--- src/rtl/dfu_boot_ctrl.sv ---
// Bootloader supervisor: sequences USB core reset and pull-up, runs the auto-boot timer,
// merges detach / timeout / button triggers into a sticky boot request and drives status LEDs.
module dfu_boot_ctrl #(
  parameter int CLK_HZ          = 12000000,
  parameter int RESET_CYCLES    = 65535,
  parameter int AUTOBOOT_MS     = 5000,
  parameter int N_LEDS          = 3,
  parameter bit LED_ACTIVE_LOW  = 1'b1,
  parameter int BLINK_LOG2      = 21,
  parameter int SCAN_LOG2       = 20,
  parameter int DEBOUNCE_CYCLES = 120000
) (
  input  logic              clk,
  input  logic              resetn,
  input  logic [7:0]        dfu_state,
  input  logic              dfu_detach,
  input  logic              btn_boot,
  output logic              core_reset,
  output logic              usb_pull_en,
  output logic              boot_req,
  output logic [N_LEDS-1:0] led,
  output logic [1:0]        ctrl_state
);

  localparam int AB_CYCLES = CLK_HZ / 1000 * AUTOBOOT_MS;
  localparam bit AB_EN     = (AUTOBOOT_MS != 0);
  localparam int AB_W      = (AB_CYCLES > 0) ? $clog2(AB_CYCLES + 1) : 1;
  localparam int RST_W     = $clog2(RESET_CYCLES + 1);
  localparam int DB_W      = $clog2(DEBOUNCE_CYCLES + 1);
  localparam int LC_W      = ((BLINK_LOG2 > SCAN_LOG2) ? BLINK_LOG2 : SCAN_LOG2) + 1;
  localparam int POS_W     = (N_LEDS > 1) ? $clog2(N_LEDS) : 1;

  typedef enum logic [1:0] {
    S_RST_HOLD = 2'd0,
    S_WAIT     = 2'd1,
    S_ACTIVE   = 2'd2,
    S_BOOT     = 2'd3
  } state_t;

  state_t             state_q, state_d;
  logic [RST_W-1:0]   rst_cnt_q;
  logic [AB_W-1:0]    ab_cnt_q;
  logic               btn_s1_q, btn_s2_q;
  logic [DB_W-1:0]    db_cnt_q;
  logic               press_q;
  logic [LC_W-1:0]    led_cnt_q;
  logic [POS_W-1:0]   pos_q;
  logic               dir_down_q;
  logic               scan_tick;
  logic               blink;
  logic [N_LEDS-1:0]  led_log;

  assign scan_tick = &led_cnt_q[SCAN_LOG2-1:0];
  assign blink     = led_cnt_q[BLINK_LOG2];

  always_ff @(posedge clk or negedge resetn) begin
    if (!resetn) state_q <= S_RST_HOLD;
    else         state_q <= state_d;
  end

  // Boot triggers outrank the timeout, which outranks the hand-off to ACTIVE.
  always_comb begin
    state_d = state_q;
    case (state_q)
      S_RST_HOLD: if (rst_cnt_q == '0) state_d = S_WAIT;
      S_WAIT: begin
        if (dfu_detach || press_q)          state_d = S_BOOT;
        else if (AB_EN && ab_cnt_q == '0)   state_d = S_BOOT;
        else if (dfu_state > 8'h02)         state_d = S_ACTIVE;
      end
      S_ACTIVE: if (dfu_detach || press_q) state_d = S_BOOT;
      default: state_d = S_BOOT;
    endcase
  end

  always_ff @(posedge clk or negedge resetn) begin
    if (!resetn) begin
      rst_cnt_q <= RST_W'(RESET_CYCLES - 1);
      ab_cnt_q  <= AB_W'(AB_CYCLES);
    end else begin
      if (state_q == S_RST_HOLD && rst_cnt_q != '0) rst_cnt_q <= rst_cnt_q - RST_W'(1);
      if (state_q != S_WAIT)    ab_cnt_q <= AB_W'(AB_CYCLES);
      else if (ab_cnt_q != '0)  ab_cnt_q <= ab_cnt_q - AB_W'(1);
    end
  end

  // Counter saturates at DEBOUNCE_CYCLES so a held button yields one press until released.
  always_ff @(posedge clk or negedge resetn) begin
    if (!resetn) begin
      btn_s1_q <= 1'b0;
      btn_s2_q <= 1'b0;
      db_cnt_q <= '0;
      press_q  <= 1'b0;
    end else begin
      btn_s1_q <= btn_boot;
      btn_s2_q <= btn_s1_q;
      if (!btn_s2_q || state_q == S_RST_HOLD) begin
        db_cnt_q <= '0;
        press_q  <= 1'b0;
      end else begin
        press_q <= (db_cnt_q == DB_W'(DEBOUNCE_CYCLES - 1));
        if (db_cnt_q != DB_W'(DEBOUNCE_CYCLES)) db_cnt_q <= db_cnt_q + DB_W'(1);
      end
    end
  end

  always_ff @(posedge clk or negedge resetn) begin
    if (!resetn) begin
      led_cnt_q  <= '0;
      pos_q      <= '0;
      dir_down_q <= 1'b0;
    end else begin
      led_cnt_q <= led_cnt_q + LC_W'(1);
      if (state_q == S_RST_HOLD || N_LEDS == 1) begin
        pos_q      <= '0;
        dir_down_q <= 1'b0;
      end else if (scan_tick) begin
        if (!dir_down_q) begin
          if (pos_q == POS_W'(N_LEDS - 1)) begin
            pos_q      <= pos_q - POS_W'(1);
            dir_down_q <= 1'b1;
          end else begin
            pos_q <= pos_q + POS_W'(1);
          end
        end else begin
          if (pos_q == '0) begin
            pos_q      <= POS_W'(1);
            dir_down_q <= 1'b0;
          end else begin
            pos_q <= pos_q - POS_W'(1);
          end
        end
      end
    end
  end

  always_comb begin
    led_log = '0;
    case (state_d)
      S_BOOT: led_log = '1;
      S_WAIT, S_ACTIVE: begin
        if (dfu_state == 8'h02)      led_log[0] = blink;
        else if (dfu_state == 8'h0A) led_log = {N_LEDS{blink}};
        else                         led_log = N_LEDS'(1) << pos_q;
      end
      default: led_log = '0;
    endcase
  end

  // Outputs decode the next state so they change on the same edge as the state register.
  always_ff @(posedge clk or negedge resetn) begin
    if (!resetn) begin
      core_reset  <= 1'b1;
      usb_pull_en <= 1'b0;
      boot_req    <= 1'b0;
      led         <= {N_LEDS{LED_ACTIVE_LOW}};
      ctrl_state  <= S_RST_HOLD;
    end else begin
      core_reset  <= (state_d == S_RST_HOLD) || (state_d == S_BOOT);
      usb_pull_en <= (state_d == S_WAIT) || (state_d == S_ACTIVE);
      boot_req    <= (state_d == S_BOOT);
      led         <= led_log ^ {N_LEDS{LED_ACTIVE_LOW}};
      ctrl_state  <= state_d;
    end
  end

endmodule
--- config.mk ---
export PLATFORM = sky130hd
export DESIGN_NAME = dfu_boot_ctrl
export DESIGN_NICKNAME = d
export VERILOG_FILES = /design/src/rtl/dfu_boot_ctrl.sv
export SDC_FILE = /design/constraint.sdc
export NUM_CORES = 1
export LEC_CHECK = 0
export ABC_AREA = 1
export BUFFER_PORTS_ARGS = -buffer_cell sky130_fd_sc_hd__buf_4
export CORE_UTILIZATION = 39
export CTS_BUF_LIST = sky130_fd_sc_hd__clkbuf_16
export DETAILED_ROUTE_END_ITERATION = 8
export PLACE_DENSITY_LB_ADDON = 0.25
export RECOVER_POWER = 50
export SKIP_CTS_REPAIR_TIMING = 1
export SLEW_MARGIN = 20
export SYNTH_ARGS = -nofsm -noshare
export SYNTH_HDL_FRONTEND = slang
export SYNTH_SLANG_ARGS = --single-unit
--- constraint.sdc ---
create_clock -name clk -period 2.5 [get_ports clk]
set_clock_uncertainty 0.2 [all_clocks]
set_input_delay 0.5 -clock clk [delete_from_list [all_inputs] [get_ports clk]]
set_output_delay 0.5 -clock clk [all_outputs]
set_load 0.005 [all_outputs]
======== Word-level counts from Yosys, hierarchy flattened ========
Cells that the tools add are included.
cells by class
  mux-type cells .......................... 25
  shifts and indexed selects .............. 1
  reduce and logical (&&, ||, !) cells .... 18
  bitwise logic cells ..................... 1
  magnitude comparators ................... 1
  equality and inequality tests ........... 11
  $add $sub $neg .......................... 6
operators by type and width
  kind                                                                             number
  26-bit two-way mux                                                               2
  17-bit two-way mux                                                               2
  26-bit zero test                                                                 1
  26-bit nonzero test                                                              1
  26-bit by 1-bit subtractor with 26-bit output, second input constant             1
  22-bit by 1-bit adder with 22-bit output, second input constant                  1
  2-bit two-way mux                                                                11
  20-bit AND reduction                                                             1
  17-bit by 1-bit adder with 17-bit output, second input constant                  1
  17-bit equality test, second input constant                                      1
  17-bit inequality test, second input constant                                    1
  16-bit zero test                                                                 1
  16-bit nonzero test                                                              1
  16-bit by 1-bit subtractor with 16-bit output, second input constant             1
  2-bit equality test, second input constant                                       4
  8-bit by 2-bit equality test with 1-bit output, second input constant            1
  8-bit by 4-bit equality test with 1-bit output, second input constant            1
  8-bit by 2-bit greater-than comparator with 1-bit output, second input constant  1
  1-bit two-way mux                                                                7
  2-bit zero test                                                                  3
  2-bit one-hot mux with 3 select lines                                            1
  3-bit one-hot mux with 2 select lines                                            1
  2-bit nonzero test                                                               3
  2-bit by 1-bit equality test with 1-bit output, second input constant            2
  10 further kinds                                                                 13
word-level totals
  bits in registers ....................... 95
  input port bits ......................... 12

======== Depth between registers and ports, before layout ========
  depth after elaboration ................. 9
  gate-level depth with buffers ........... 16
  gate-level depth less buffers ........... 15

======== Least setup slack after synthesis ========
Ideal clock, no wire load.
  kind .................................... register to register
  from .................................... register ab_cnt_q[0]
  to ...................................... register led[2]
  setup slack ............................. 0.208 ns
  arrival time ............................ 2.016 ns
  required time ........................... 2.224 ns
  stages on the path, launching flop included .. 17
  buffers on the path ..................... 1
  setup time .............................. 0.076 ns
  cell sequence ........................... dfrtp_1 inv_1 ha_1 buf_2 nand2_2 nor2_4 nand2_2 nor2_2 nand2_1 nand2_1 nand2_2 ha_1 inv_1 a21oi_1 nand3_1 nand2_1 nand2_1
between the ends
  cells in the longest elaborated chain, start to end .. 8
  elaborated cells on any way between the ends .. 10
ends and longest elaborated chain
  element                                                                                       RTL line  text
  start, declared                                                                               42        logic [AB_W-1:0] ab_cnt_q;
  start signal, assigned                                                                        79        ab_cnt_q <= AB_W'(AB_CYCLES);
  start signal, assigned                                                                        82        if (state_q != S_WAIT) ab_cnt_q <= AB_W'(AB_CYCLES);
  start signal, assigned                                                                        83        else if (ab_cnt_q != '0) ab_cnt_q <= ab_cnt_q - AB_W'(1);
  26-bit zero test *                                                                            68        else if (AB_EN && ab_cnt_q == '0) state_d = S_BOOT;
  2-bit two-way mux *                                                                           68
  2-bit two-way mux *                                                                           67        if (dfu_detach || press_q) state_d = S_BOOT;
  2-bit one-hot mux with 3 select lines *                                                       64        case (state_q)
  2-bit by 1-bit equality test with 1-bit output / 2-bit equality test (equally long branches)  139       case (state_d)
  2-bit OR reduction                                                                            139
  3-bit one-hot mux with 2 select lines *                                                       139
  3-bit inverter (no line) *                                                                    --
  end signal, assigned                                                                          156       led <= {N_LEDS{LED_ACTIVE_LOW}};
  end signal, assigned                                                                          162       led <= led_log ^ {N_LEDS{LED_ACTIVE_LOW}};
  end, declared                                                                                 21        output logic [N_LEDS-1:0] led,
Mark *: on every way between the ends. The rest lies on a longest branch, timed or not.
A chain may end at the register's enable or synchronous reset.

======== Worst setup path after layout ========
  from .................................... register ab_cnt_q[0]
  to ...................................... register led[1]
Same word-level chain as after synthesis.

==> flow_summary.toml <==
[floorplan]
placementRows = 43
die_height_um = 121
dieArea_sq_um = 14600
coreArea_sq_um = 13800
die_w_um = 121
initial_core_util_pct = 39.9
boundaryPins = 20

[global_route]
grt_pass1_wl_um = 20600
grt_max_degree = 52
grt_usage_pct = 17.9
grt_pass1_vias = 4461
antenna_found_initial = 0
gr-total-overflow = 0

[synthesis]
yosysSeqAreaShare_pct = 43.7
syn_inst = 738
synth.avg_cell_area_sq_um = 7.48
syn_area_sq_um = 5520
yosys-top-cells-area = "dfrtp_1 30%, dfstp_2 14%, nand2_1 14%"
synth.distinct_cells = 36
yosys_warnings = 0
synth_top_area_share_pct = 29.9
synth_nets = 758
synth_top_area_cell = "dfrtp_1"
synth-seq-cells = 95

[detailed_routing]
drtPass1Iterations = 5
vias = 4670
via_per_inst = 4.89
drc = 0
wl_um = 12000
wl_per_cell_um = 12.5
first_iter_violations = 294
ant_nets = 0

[cts]
clockRootBuffer = "clkbuf_16"
cts_made_buffers = 9
cts_sinks = 95
htree_levels = 3
clk_pin_slew_worst_paths_ns = 0.07
cts_max_path_buffers = 2
clk-insertion-delay-late_ns = 0.36
cts_tree = "yes"

[layout]
antennaDiodeCount = 0
mostFrequentLayoutCell = "nand2_1"
drive_gt1_share_pct = 16.6
final_cell_mix = "204 x nand2_1, 118 x nor2_1, 86 x inv_1"
area_growth_pct = 12.0
final_net_count = 790

[timing]
worst_pin_slew_ns = 1.26
slew_viol_final = 0
hold_viol_final = 0
fin_hold_ws_ns = 0.0729
setup-violations-final = 0
grt_setup_unrepaired = "no"
fin_tns_setup_ns = 0
timing.final.crit_share_pct = 91.3
slew_headroom_pct = 16.2
timing.fmax_mhz = 438
fin_crit_ns = 2.28

[setup_path]
required_ns = 2.59
path_buf_inv = 2
max_stage_delay_ns = 0.38
critPathLaunchType = "flop"
r2r_slack_ns = 0.22
crit_start = "ab_cnt_q[0]"
cp_cell_sequence = "inv_1 > ha_1 > nand2_2 > nor2_4 > nand2_2 > nor2_2 > nand2_1 > nand2_1 > nand2_2 > ha_1 > inv_1 > a21oi_2 > nand3_1 > nand2_1 > nand2_1"
regToRegStartpoint = "ab_cnt_q[0]"
arrival_ns = 2.37
path_class = "flop to flop"
path_delay_family = "simple AND/OR/NAND/NOR gates"
critPathCaptureType = "flop"
slowest_stage = "dfrtp_1"
crit_path_max_fanout = 5
cp_common_cell = "nand2_1"

[power_and_ir_drop]
p_per_area_nw_per_um2 = 486
ir_drop_v = 0.000329
p_leak_uw = 0.00300
total_power_uw = 3010

[placed_design]
hpwlAfterDp_um = 8870
io_buffers = 19
place_congestion = 0.895

[run]
maxCapViolCount = 0

[outcome]
status = "completed"

[hold_path]
min_path_type = "input pin to flop"
hp-start = "btn_boot"
[sequential cells by signal, summed over array words and instances (netlist names), 2 cells and up]
signal      flops
ab_cnt_q       26
led_cnt_q      22
db_cnt_q       17
rst_cnt_q      16
led             3
ctrl_state      2
pos_q           2
[where the power goes]
group / leakage (uW) / internal (uW) / switching [uW] / total, uW
combinational: 0.00166 / 24.1 / 53.8 / 77.8
clock: 0.000150 / 771 / 608 / 1380
sequential: 0.00119 / 1540 / 5.07 / 1550
total: 0.00300 / 2340 / 667 / 3010
[layer usage]
| layer | part of all wire (%) | GRT usage (%) | wire [um] |
|---|---|---|---|
| met5 | 0 | 0 | 0 |
| met4 | 1.7 | 7.56 | 204 |
| met3 | 3.4 | 3.05 | 413 |
| met2 | 47 | 29.1 | 5620 |
| met1 | 48 | 23.3 | 5730 |
[through the flow]
step                      utilization, %  setup slack (ns)  area, sq um  instances
after floorplan                        -             0.208         5520        738
after global placement              42.7             0.228         5900        938
after detailed placement            42.7             0.198         5900        938
after CTS                           44.8             0.172         6190        954
after global routing                44.7            0.0193         6180        955
final                               44.7             0.217         6180        955
[logic make-up after synthesis]
logic type / synth area share [%]
DFF: 43.7
AOI/OAI and AO/OA: 3.74
and+or+nand+nor: 38.7
buffers and inverters: 7.86
xor gates and xnor gates: 4.12
adders and majority gates: 1.81
[worst reg2reg max path, cell delays in order (launching register included)]
cell	delay, ns
dfrtp_1	0.38
inv_1	0.08
ha_1	0.19
nand2_2	0.10
nor2_4	0.18
nand2_2	0.09
nor2_2	0.14
nand2_1	0.06
nand2_1	0.08
nand2_2	0.07
ha_1	0.29
inv_1	0.06
a21oi_2	0.12
nand3_1	0.09
nand2_1	0.06
nand2_1	0.04
[Yosys cell counts (all sizes together)]
| master | instances |
|---|---|
| clkinv | 3 |
| nand2 | 216 |
| nor2 | 136 |
| nand3b | 6 |
| nor3 | 16 |
| dfstp | 29 |
| nand4 | 27 |
| nand3 | 55 |
| xnor2 | 10 |
| or2 | 6 |
| buf | 6 |
| nor4 | 2 |
| o21a | 1 |
| o21ai | 20 |
| a21o | 3 |
| xor2 | 16 |
| inv | 98 |
| a21oi | 13 |
| ha | 8 |
| dfrtp | 66 |
| o21bai | 1 |
[path summary, 6_finish.rpt]
check,endpoint,depth (start not counted)
min in group asynchronous,ab_cnt_q[22],2
hold / removal,btn_s1_q,1
hold reg to reg,btn_s2_q,0
setup / recovery,led[1],15
max in group asynchronous,rst_cnt_q[13],3
setup reg to reg,led[1],15
[layout make-up]
cell class | count | area, sq um
fill | 1399 | 7640
timing repair buffer | 27 | 214
multi-input combinational | 536 | 2660
clock buffer | 9 | 225
tap | 180 | 225
sequential | 95 | 2410
clock inverter | 7 | 65.1
inverter | 101 | 384
Note: power is estimated with default switching activity, not from simulation.
